==> config.mk <==
export PLATFORM = sky130hd
export DESIGN_NAME = seg_mux_ctrl
export DESIGN_NICKNAME = d
export VERILOG_FILES = /design/src/rtl/seg_mux_ctrl.sv
export SDC_FILE = /design/constraint.sdc
export NUM_CORES = 1
export LEC_CHECK = 0
export BUFFER_PORTS_ARGS = -buffer_cell sky130_fd_sc_hd__buf_2
export CORE_ASPECT_RATIO = 1.1
export CORE_MARGIN = 2
export CORE_UTILIZATION = 25
export CTS_CLUSTER_DIAMETER = 50
export CTS_CLUSTER_SIZE = 24
export DETAILED_ROUTE_END_ITERATION = 8
export PLACE_DENSITY = 0.43
export SYNTH_ARGS = -nofsm -noshare
export SYNTH_HDL_FRONTEND = slang
export SYNTH_SLANG_ARGS = --single-unit
==> constraint.sdc <==
create_clock -name clk -period 4.9 [get_ports clk]
set_clock_uncertainty 0.15 [all_clocks]
set_input_delay 0.49 -clock clk [delete_from_list [all_inputs] [get_ports clk]]
set_output_delay 0.49 -clock clk [all_outputs]
set_load 0.005 [all_outputs]
==> src/rtl/seg_mux_ctrl.sv <==
// seg_mux_ctrl: two-digit time-multiplexing scheduler for a shared hex-to-7-segment decoder
// Ports:
//   clk          system clock, rising edge
//   reset        synchronous active-high reset
//   s0, s1       digit pair offered for update
//   upd_valid    update request valid
//   upd_ready    shadow register free (handshake = upd_valid && upd_ready)
//   cur_s        value routed to the shared decoder
//   an           active-low anode enables, an[0]=digit 0, an[1]=digit 1
//   frame_start  one-cycle pulse on the first cycle of each SHOW0
module seg_mux_ctrl #(
    parameter int REFRESH_CNT = 24000,
    parameter int BLANK_CNT   = 240
) (
    input  logic       clk,
    input  logic       reset,
    input  logic [3:0] s0,
    input  logic [3:0] s1,
    input  logic       upd_valid,
    output logic       upd_ready,
    output logic [3:0] cur_s,
    output logic [1:0] an,
    output logic       frame_start
);
    localparam int MAXC = (REFRESH_CNT > BLANK_CNT) ? REFRESH_CNT : BLANK_CNT;
    localparam int W = $clog2(MAXC + 1);
    localparam logic SKIP = (BLANK_CNT == 0);

    typedef enum logic [1:0] {SHOW0, BLANK0, SHOW1, BLANK1} state_t;

    state_t     state, nxt;
    logic [W-1:0] cnt;
    logic [3:0] act0, act1, sh0, sh1, cur_nxt;
    logic [1:0] an_nxt;
    logic       pending, show, adv, enter0, commit, accept;

    assign upd_ready = !pending;

    always_comb begin
        show    = (state == SHOW0) || (state == SHOW1);
        // with no blanking, a blank state (only reachable via reset) is left at once
        adv     = show ? (int'(cnt) == REFRESH_CNT - 1) : (SKIP || int'(cnt) == BLANK_CNT - 1);
        nxt     = !adv            ? state :
                  state == SHOW0  ? (SKIP ? SHOW1 : BLANK0) :
                  state == BLANK0 ? SHOW1 :
                  state == SHOW1  ? (SKIP ? SHOW0 : BLANK1) : SHOW0;
        enter0  = adv && (nxt == SHOW0);
        commit  = enter0 && pending;
        // accept and commit are exclusive: accept needs pending=0, commit needs pending=1
        accept  = upd_valid && !pending;
        an_nxt  = nxt == SHOW0 ? 2'b10 : nxt == SHOW1 ? 2'b01 : 2'b11;
        // the committed digit is shown in the very first SHOW0 cycle
        cur_nxt = nxt == SHOW0 ? (commit ? sh0 : act0) : nxt == SHOW1 ? act1 : cur_s;
    end

    always_ff @(posedge clk) begin
        if (reset) begin
            state       <= BLANK1;
            cnt         <= '0;
            act0        <= '0;
            act1        <= '0;
            sh0         <= '0;
            sh1         <= '0;
            pending     <= 1'b0;
            an          <= 2'b11;
            cur_s       <= 4'h0;
            frame_start <= 1'b0;
        end else begin
            state       <= nxt;
            cnt         <= adv ? '0 : cnt + W'(1);
            an          <= an_nxt;
            cur_s       <= cur_nxt;
            frame_start <= enter0;
            if (accept) begin
                sh0     <= s0;
                sh1     <= s1;
                pending <= 1'b1;
            end
            if (commit) begin
                act0    <= sh0;
                act1    <= sh1;
                pending <= 1'b0;
            end
        end
    end
endmodule
=== Yosys cells after proc, flatten, opt, wreduce, memory -nomap -nowiden ===
Index checks and enable logic that the tools add are counted.

* Logic and storage cells: 38
* Bits of input ports: 11
* Output and inout port bits: 8
* Register bits after elaboration: 41

* Add/subtract/negate cells: 1
* Equal/unequal tests: 5
* Reduce and logical (&&, ||, !) cells: 11
* Mux-type cells: 10

{| class="wikitable"
|+ Operators by type and width
! operator !! number
|-
| adder 15 x 1 -> 15 bit, second input constant || 1
|-
| == test 15 bit, second input constant || 1
|-
| == test 15 x 9 -> 1 bit, second input constant || 1
|-
| 2-to-1 mux 4 bit || 3
|-
| 2-to-1 mux 2 bit || 5
|-
| OR reduction 2 bit || 3
|-
| == test 2 bit, second input constant || 2
|-
| logical NOT 2 bit || 2
|-
| logical AND 1 bit || 3
|-
| == test 2 x 1 -> 1 bit, second input constant || 1
|-
| 2-to-1 mux 1 bit || 2
|-
| nonzero test 2 bit || 1
|-
| logical NOT 1 bit || 1
|-
| logical OR 1 bit || 1
|}

=== Longest topological paths before layout ===
* Word-level depth: 10
* Mapped depth: 8
* Gate-level depth less buffers: 7

=== Worst setup path after synthesis ===
Ideal clock, no wire load.

* Kind: register -> register
* Start: register state[0]
* End: register cur_s[2]
* Required time: 4676 ps
* Path buffers: 1
* Cell stages (with the launch flop): 9
* Arrival: 2044 ps
* Setup slack: 2632 ps
* Clock period less this slack: 2268 ps
* Setup time: 74 ps
* Cell sequence: dfxtp_1 > inv_1 > ha_1 > or4_1 > a211o_1 > buf_6 > mux2i_1 > or3_1 > a31oi_1

* Longest elaborated chain between the ends: 10
* Elaborated cells on any way between the ends: 16
* Those cells by class: eq/ne (3); mux (7); reduce/logical (6)

{| class="wikitable"
|+ Ends and longest elaborated chain
! item !! RTL line !! text
|-
| from (decl) || 31 || <nowiki>state_t state, nxt;</nowiki>
|-
| from (signal assigned) || 69 || <nowiki>state <= nxt;</nowiki>
|-
| == test 2 bit || 40, 46 ||
|-
| 2-to-1 mux 2 bit || 46 || <nowiki>state == SHOW1 ? (SKIP ? SHOW0 : BLANK1) : SHOW0;</nowiki>
|-
| 2-to-1 mux 2 bit || 45 || <nowiki>state == BLANK0 ? SHOW1 :</nowiki>
|-
| 2-to-1 mux 2 bit || 44 || <nowiki>state == SHOW0 ? (SKIP ? SHOW1 : BLANK0) :</nowiki>
|-
| 2-to-1 mux 2 bit || 43 || <nowiki>nxt = !adv ? state :</nowiki>
|-
| logical NOT 2 bit || 47, 53 ||
|-
| logical AND 1 bit || 47 || <nowiki>enter0 = adv && (nxt == SHOW0);</nowiki>
|-
| logical AND 1 bit || 48 || <nowiki>commit = enter0 && pending;</nowiki>
|-
| 2-to-1 mux 4 bit || n/a ||
|-
| 2-to-1 mux 4 bit || 53 || <nowiki>cur_nxt = nxt == SHOW0 ? (commit ? sh0 : act0) : nxt == SHOW1 ? act1 : cur_s;</nowiki>
|-
| to (signal assigned) || 72 || <nowiki>cur_s <= cur_nxt;</nowiki>
|-
| to (decl) || 21 || <nowiki>output logic [3:0] cur_s,</nowiki>
|}

Parallel ways exist; a longest one is shown, timed or not.
A chain may end at the register's enable or synchronous reset.

=== Final worst setup path ===
Same ends and word-level chain as after synthesis.

==> results.py <==
metrics = {
    "worst_setup_path": {
        "worstPathRequired_ns": 4.97,
        "crit_type": "flip-flop to flip-flop",
        "end_kind": "flip-flop",
        "r2r-start": "state[0]",
        "ff2ff_path_depth": 7,
        "crit_slowest_cell": "a211o_1",
        "critPathMaxStageDelay_ns": 0.44,
        "crit_chain": "inv_1, ha_1, or4_1, a211o_1, mux2i_1, or3_1, a31oi_1",
        "startpoint_type": "flip-flop",
        "cp_max_fo": 9,
        "arrival_ns": 2.61,
        "r2r_end": "cur_s[2]",
        "rrSetupSlack_ns": 2.36,
    },
    "pwr": {
        "clkPwrFrac_pct": 37.4,
        "p_sw_w": 0.000127,
        "p_int_w": 0.000463,
        "sw_frac_of_total_pct": 21.6,
        "combPwrFrac_pct": 4.2,
        "ir_worst_vdd_v": 0.000108,
        "seq_power_share_pct": 58.3,
        "powerDensity_mw_per_mm2": 305,
        "leakage_nw": 0.789,
        "total_power_w": 0.000590,
    },
    "clock_network": {
        "clkTransAtPathRegs_ns": 0.07,
        "cts-resized-gates": 0,
        "cts.path.max_buffers": 2,
        "cts_setup_buffers": 0,
        "clkSinkCount": 41,
        "cts_htree_levels": 2,
        "cts-root-buf": "clkbuf_8",
        "cts_hold_buf": 0,
        "cts_tree": "built",
        "cts_buffers": 5,
        "clk_latency_ns": 0.29,
    },
    "die": {
        "die-height_um": 90.3,
        "die-area_mm2": 0.00745,
        "die_w_um": 82.5,
        "rows": 31,
        "initial_core_util_pct": 25.8,
        "fp.coreArea_mm2": 0.00656,
        "io-pin-count": 19,
    },
    "timing": {
        "setup_violations": 0,
        "layout_setup_ws_ns": 2.36,
        "hold_viol_final": 0,
        "hold_ws_ns": 0.282,
        "setup_tns_ns": 0,
        "report.final.slew_viol_count": 0,
        "max_freq_mhz": 393,
        "tightest_slew_ns": 0.959,
        "slew_headroom_pct": 36.0,
        "period_needed_ns": 2.54,
        "finalCritPeriodShare_pct": 51.9,
        "grt_setup_unrepaired": "no",
    },
    "synth": {
        "syn_nets": 194,
        "syn_area_per_cell_um2": 9.40,
        "yosys.area.top_type_share_pct": 48.5,
        "yosys.area_share.simple_pct": 22.2,
        "ys_seq_elements": 41,
        "yosysSeqAreaShare_pct": 48.5,
        "synth.mux.area_fraction_pct": 11.2,
        "synth_edf_count": 0,
        "syn_inst": 180,
        "synth-compound-area-share_pct": 5.10,
        "synthTopCellsByArea": "dfxtp_1 48%, mux2i_1 9.5%, nor2_1 8.0%, xor2_1 3.6%, xnor2_1 3.1%",
        "synthArstFlopShare_pct": 0,
        "synth_cell_type_count": 37,
        "synth_top_area_cell": "dfxtp_1",
        "synth_ff_type": "dfxtp_1",
        "syn_area_mm2": 0.00169,
        "synth_top_family_by_area": "simple AND/OR/NAND/NOR gates",
        "synth-warning-count": 0,
        "synth_xor_area_share_pct": 6.73,
        "yosys.area_share.adder_pct": 2.22,
    },
    "placed_design": {
        "finalWeightedCongestion": 0.801,
        "port_buffers": 18,
        "dpl.hpwl_um": 2350,
        "preCtsSetupSlack_ns": 2.36,
    },
    "routing": {
        "drt_pre_antenna_iters": 4,
        "via_per_inst": 4.30,
        "postRouteWirelength_um": 3280,
        "initialDrtViolationCount": 51,
        "post-route-drc-count": 0,
        "vias": 1204,
        "postRouteAntennaNets": 0,
        "wl_per_cell_um": 11.7,
    },
    "layout": {
        "insertedDiodeCount": 0,
        "fill_cells": 690,
        "regArea_um2": 821,
        "area_delta_synth_final_pct": 14.2,
        "multi_input_area_um2": 803,
        "final_nets": 212,
        "drive_gt1_share_pct": 15.2,
    },
    "flow_run": {
        "cap_viol_max_count": 0,
    },
    "global_route": {
        "grt_max_degree": 22,
        "antenna_found_initial": 0,
        "grt-ovfl-total": 0,
        "grt.total_usage_pct": 9.89,
        "grt_pass1_wl_um": 5590,
        "grt_pass1_vias": 1200,
    },
    "outcome": {
        "status": "complete, no violations",
    },
    "worst_hold_path": {
        "min_path_cells": 3,
        "min_to": "sh0[1]",
        "hp-start": "s0[1]",
        "hp-class": "primary input to flip-flop",
    },
}
==> sequential cells by signal, summed over array words and instances, names as in the netlist <==
| signal | cells |
|---|---|
| act0 | 4 |
| an | 2 |
| pending | 1 |
| state | 2 |
| cur_s | 4 |
| cnt | 15 |
| frame_start | 1 |
| act1 | 4 |
| sh1 | 4 |
| sh0 | 4 |
==> stage by stage <==
step	instance area [um2]	cells	utilization, %
3_3_place_gp	1850	273	28.2
3_5_place_dp	1850	273	28.2
2_1_floorplan	1690	180	-
5_1_grt	1930	280	29.5
6_report	1930	280	29.5
4_1_cts	1930	280	29.5
==> cell usage after synthesis, types with 3 or more instances <==
master and count:
a21oi_1 3, a31oi_1 3, clkbuf_1 4, dfxtp_1 41, ha_1 3, inv_1 7, mux2i_1 16, nand2_1 9
nand3_1 9, nor2_1 36, or3_1 3, xnor2_1 6, xor2_1 7
==> cells by family after synthesis <==
family,Yosys count
xor+xnor,13
flops,41
compound gates,13
buf+inv,15
simple gates,77
mux,18
fa+ha+maj,3
==> worst max path at each step <==
| stage | from | end | slack (ns) | depth (start not counted) |
|---|---|---|---|---|
| floorplan | state[0] | cur_s[2] | 2.63 | 8 |
| global placement | state[0] | cur_s[2] | 2.43 | 7 |
| detailed placement | state[0] | cur_s[2] | 2.36 | 7 |
| CTS | state[0] | cur_s[2] | 2.34 | 7 |
| global route | state[0] | cur_s[3] | 2.20 | 7 |
| finish | state[0] | cur_s[2] | 2.36 | 7 |
==> layout make-up <==
class	count	area share (%)
sequential	41	42.5
multi-input combinational	124	41.6
tap	82	5.31
timing repair buffer	18	4.66
clock buffer	7	4.47
inverter	8	1.55
==> metal layers <==
metal / part of all wire [%] / vias to the layer above / GRT usage, %
met5: 0 / - / 0
met4: 1.5 / 0 / 4.17
met3: 4.6 / 4 / 3.60
met2: 46 / 19 / 14.7
met1: 48 / 544 / 12.7
li1: - / 637 / -
==> power groups by stage <==
| stage | logic (W) | clock network [W] | registers [W] |
|---|---|---|---|
| final | 0.0000250 | 0.000221 | 0.000344 |
| after floorplan | 0.0000182 | 0 | 0.000351 |
| after global routing | 0.0000286 | 0.000247 | 0.000345 |
| after CTS | 0.0000260 | 0.000230 | 0.000344 |
| after global placement | 0.0000256 | 0 | 0.000352 |
| after detailed placement | 0.0000259 | 0 | 0.000352 |
==> worst max-delay path, delay by kind of cell, from the launching register on <==
kind / cells / cell delay [ns]
AND/OR/NAND/NOR: 2 / 0.74
AO/OA/AOI/OAI: 2 / 0.60
flip-flops: 1 / 0.38
adder cells (fa/ha/maj): 1 / 0.33
multiplexers: 1 / 0.20
buffers and inverters: 1 / 0.08
==> placed cells by master, fill, tap and decap left out, types with 2 or more instances in the layout <==
cell | Yosys | final
ha_1 | 3 | 3
or2_2 | 2 | 2
xor2_1 | 7 | 7
nand4_1 | 2 | 2
a21oi_1 | 3 | 3
a31oi_1 | 3 | 3
nand3_1 | 9 | 9
nor4b_1 | 2 | 2
mux2i_1 | 16 | 16
o21ai_0 | 2 | 2
inv_1 | 7 | 7
and3_1 | 2 | 2
nor2_1 | 36 | 36
or4_1 | 2 | 2
clkbuf_8 | 0 | 6
dfxtp_1 | 41 | 41
and2_1 | 2 | 2
buf_2 | 1 | 18
mux2_4 | 2 | 2
nand4b_1 | 2 | 2
or3_1 | 3 | 3
nand2_1 | 9 | 9
xnor2_1 | 6 | 6
(Power assumes the default switching activity.)
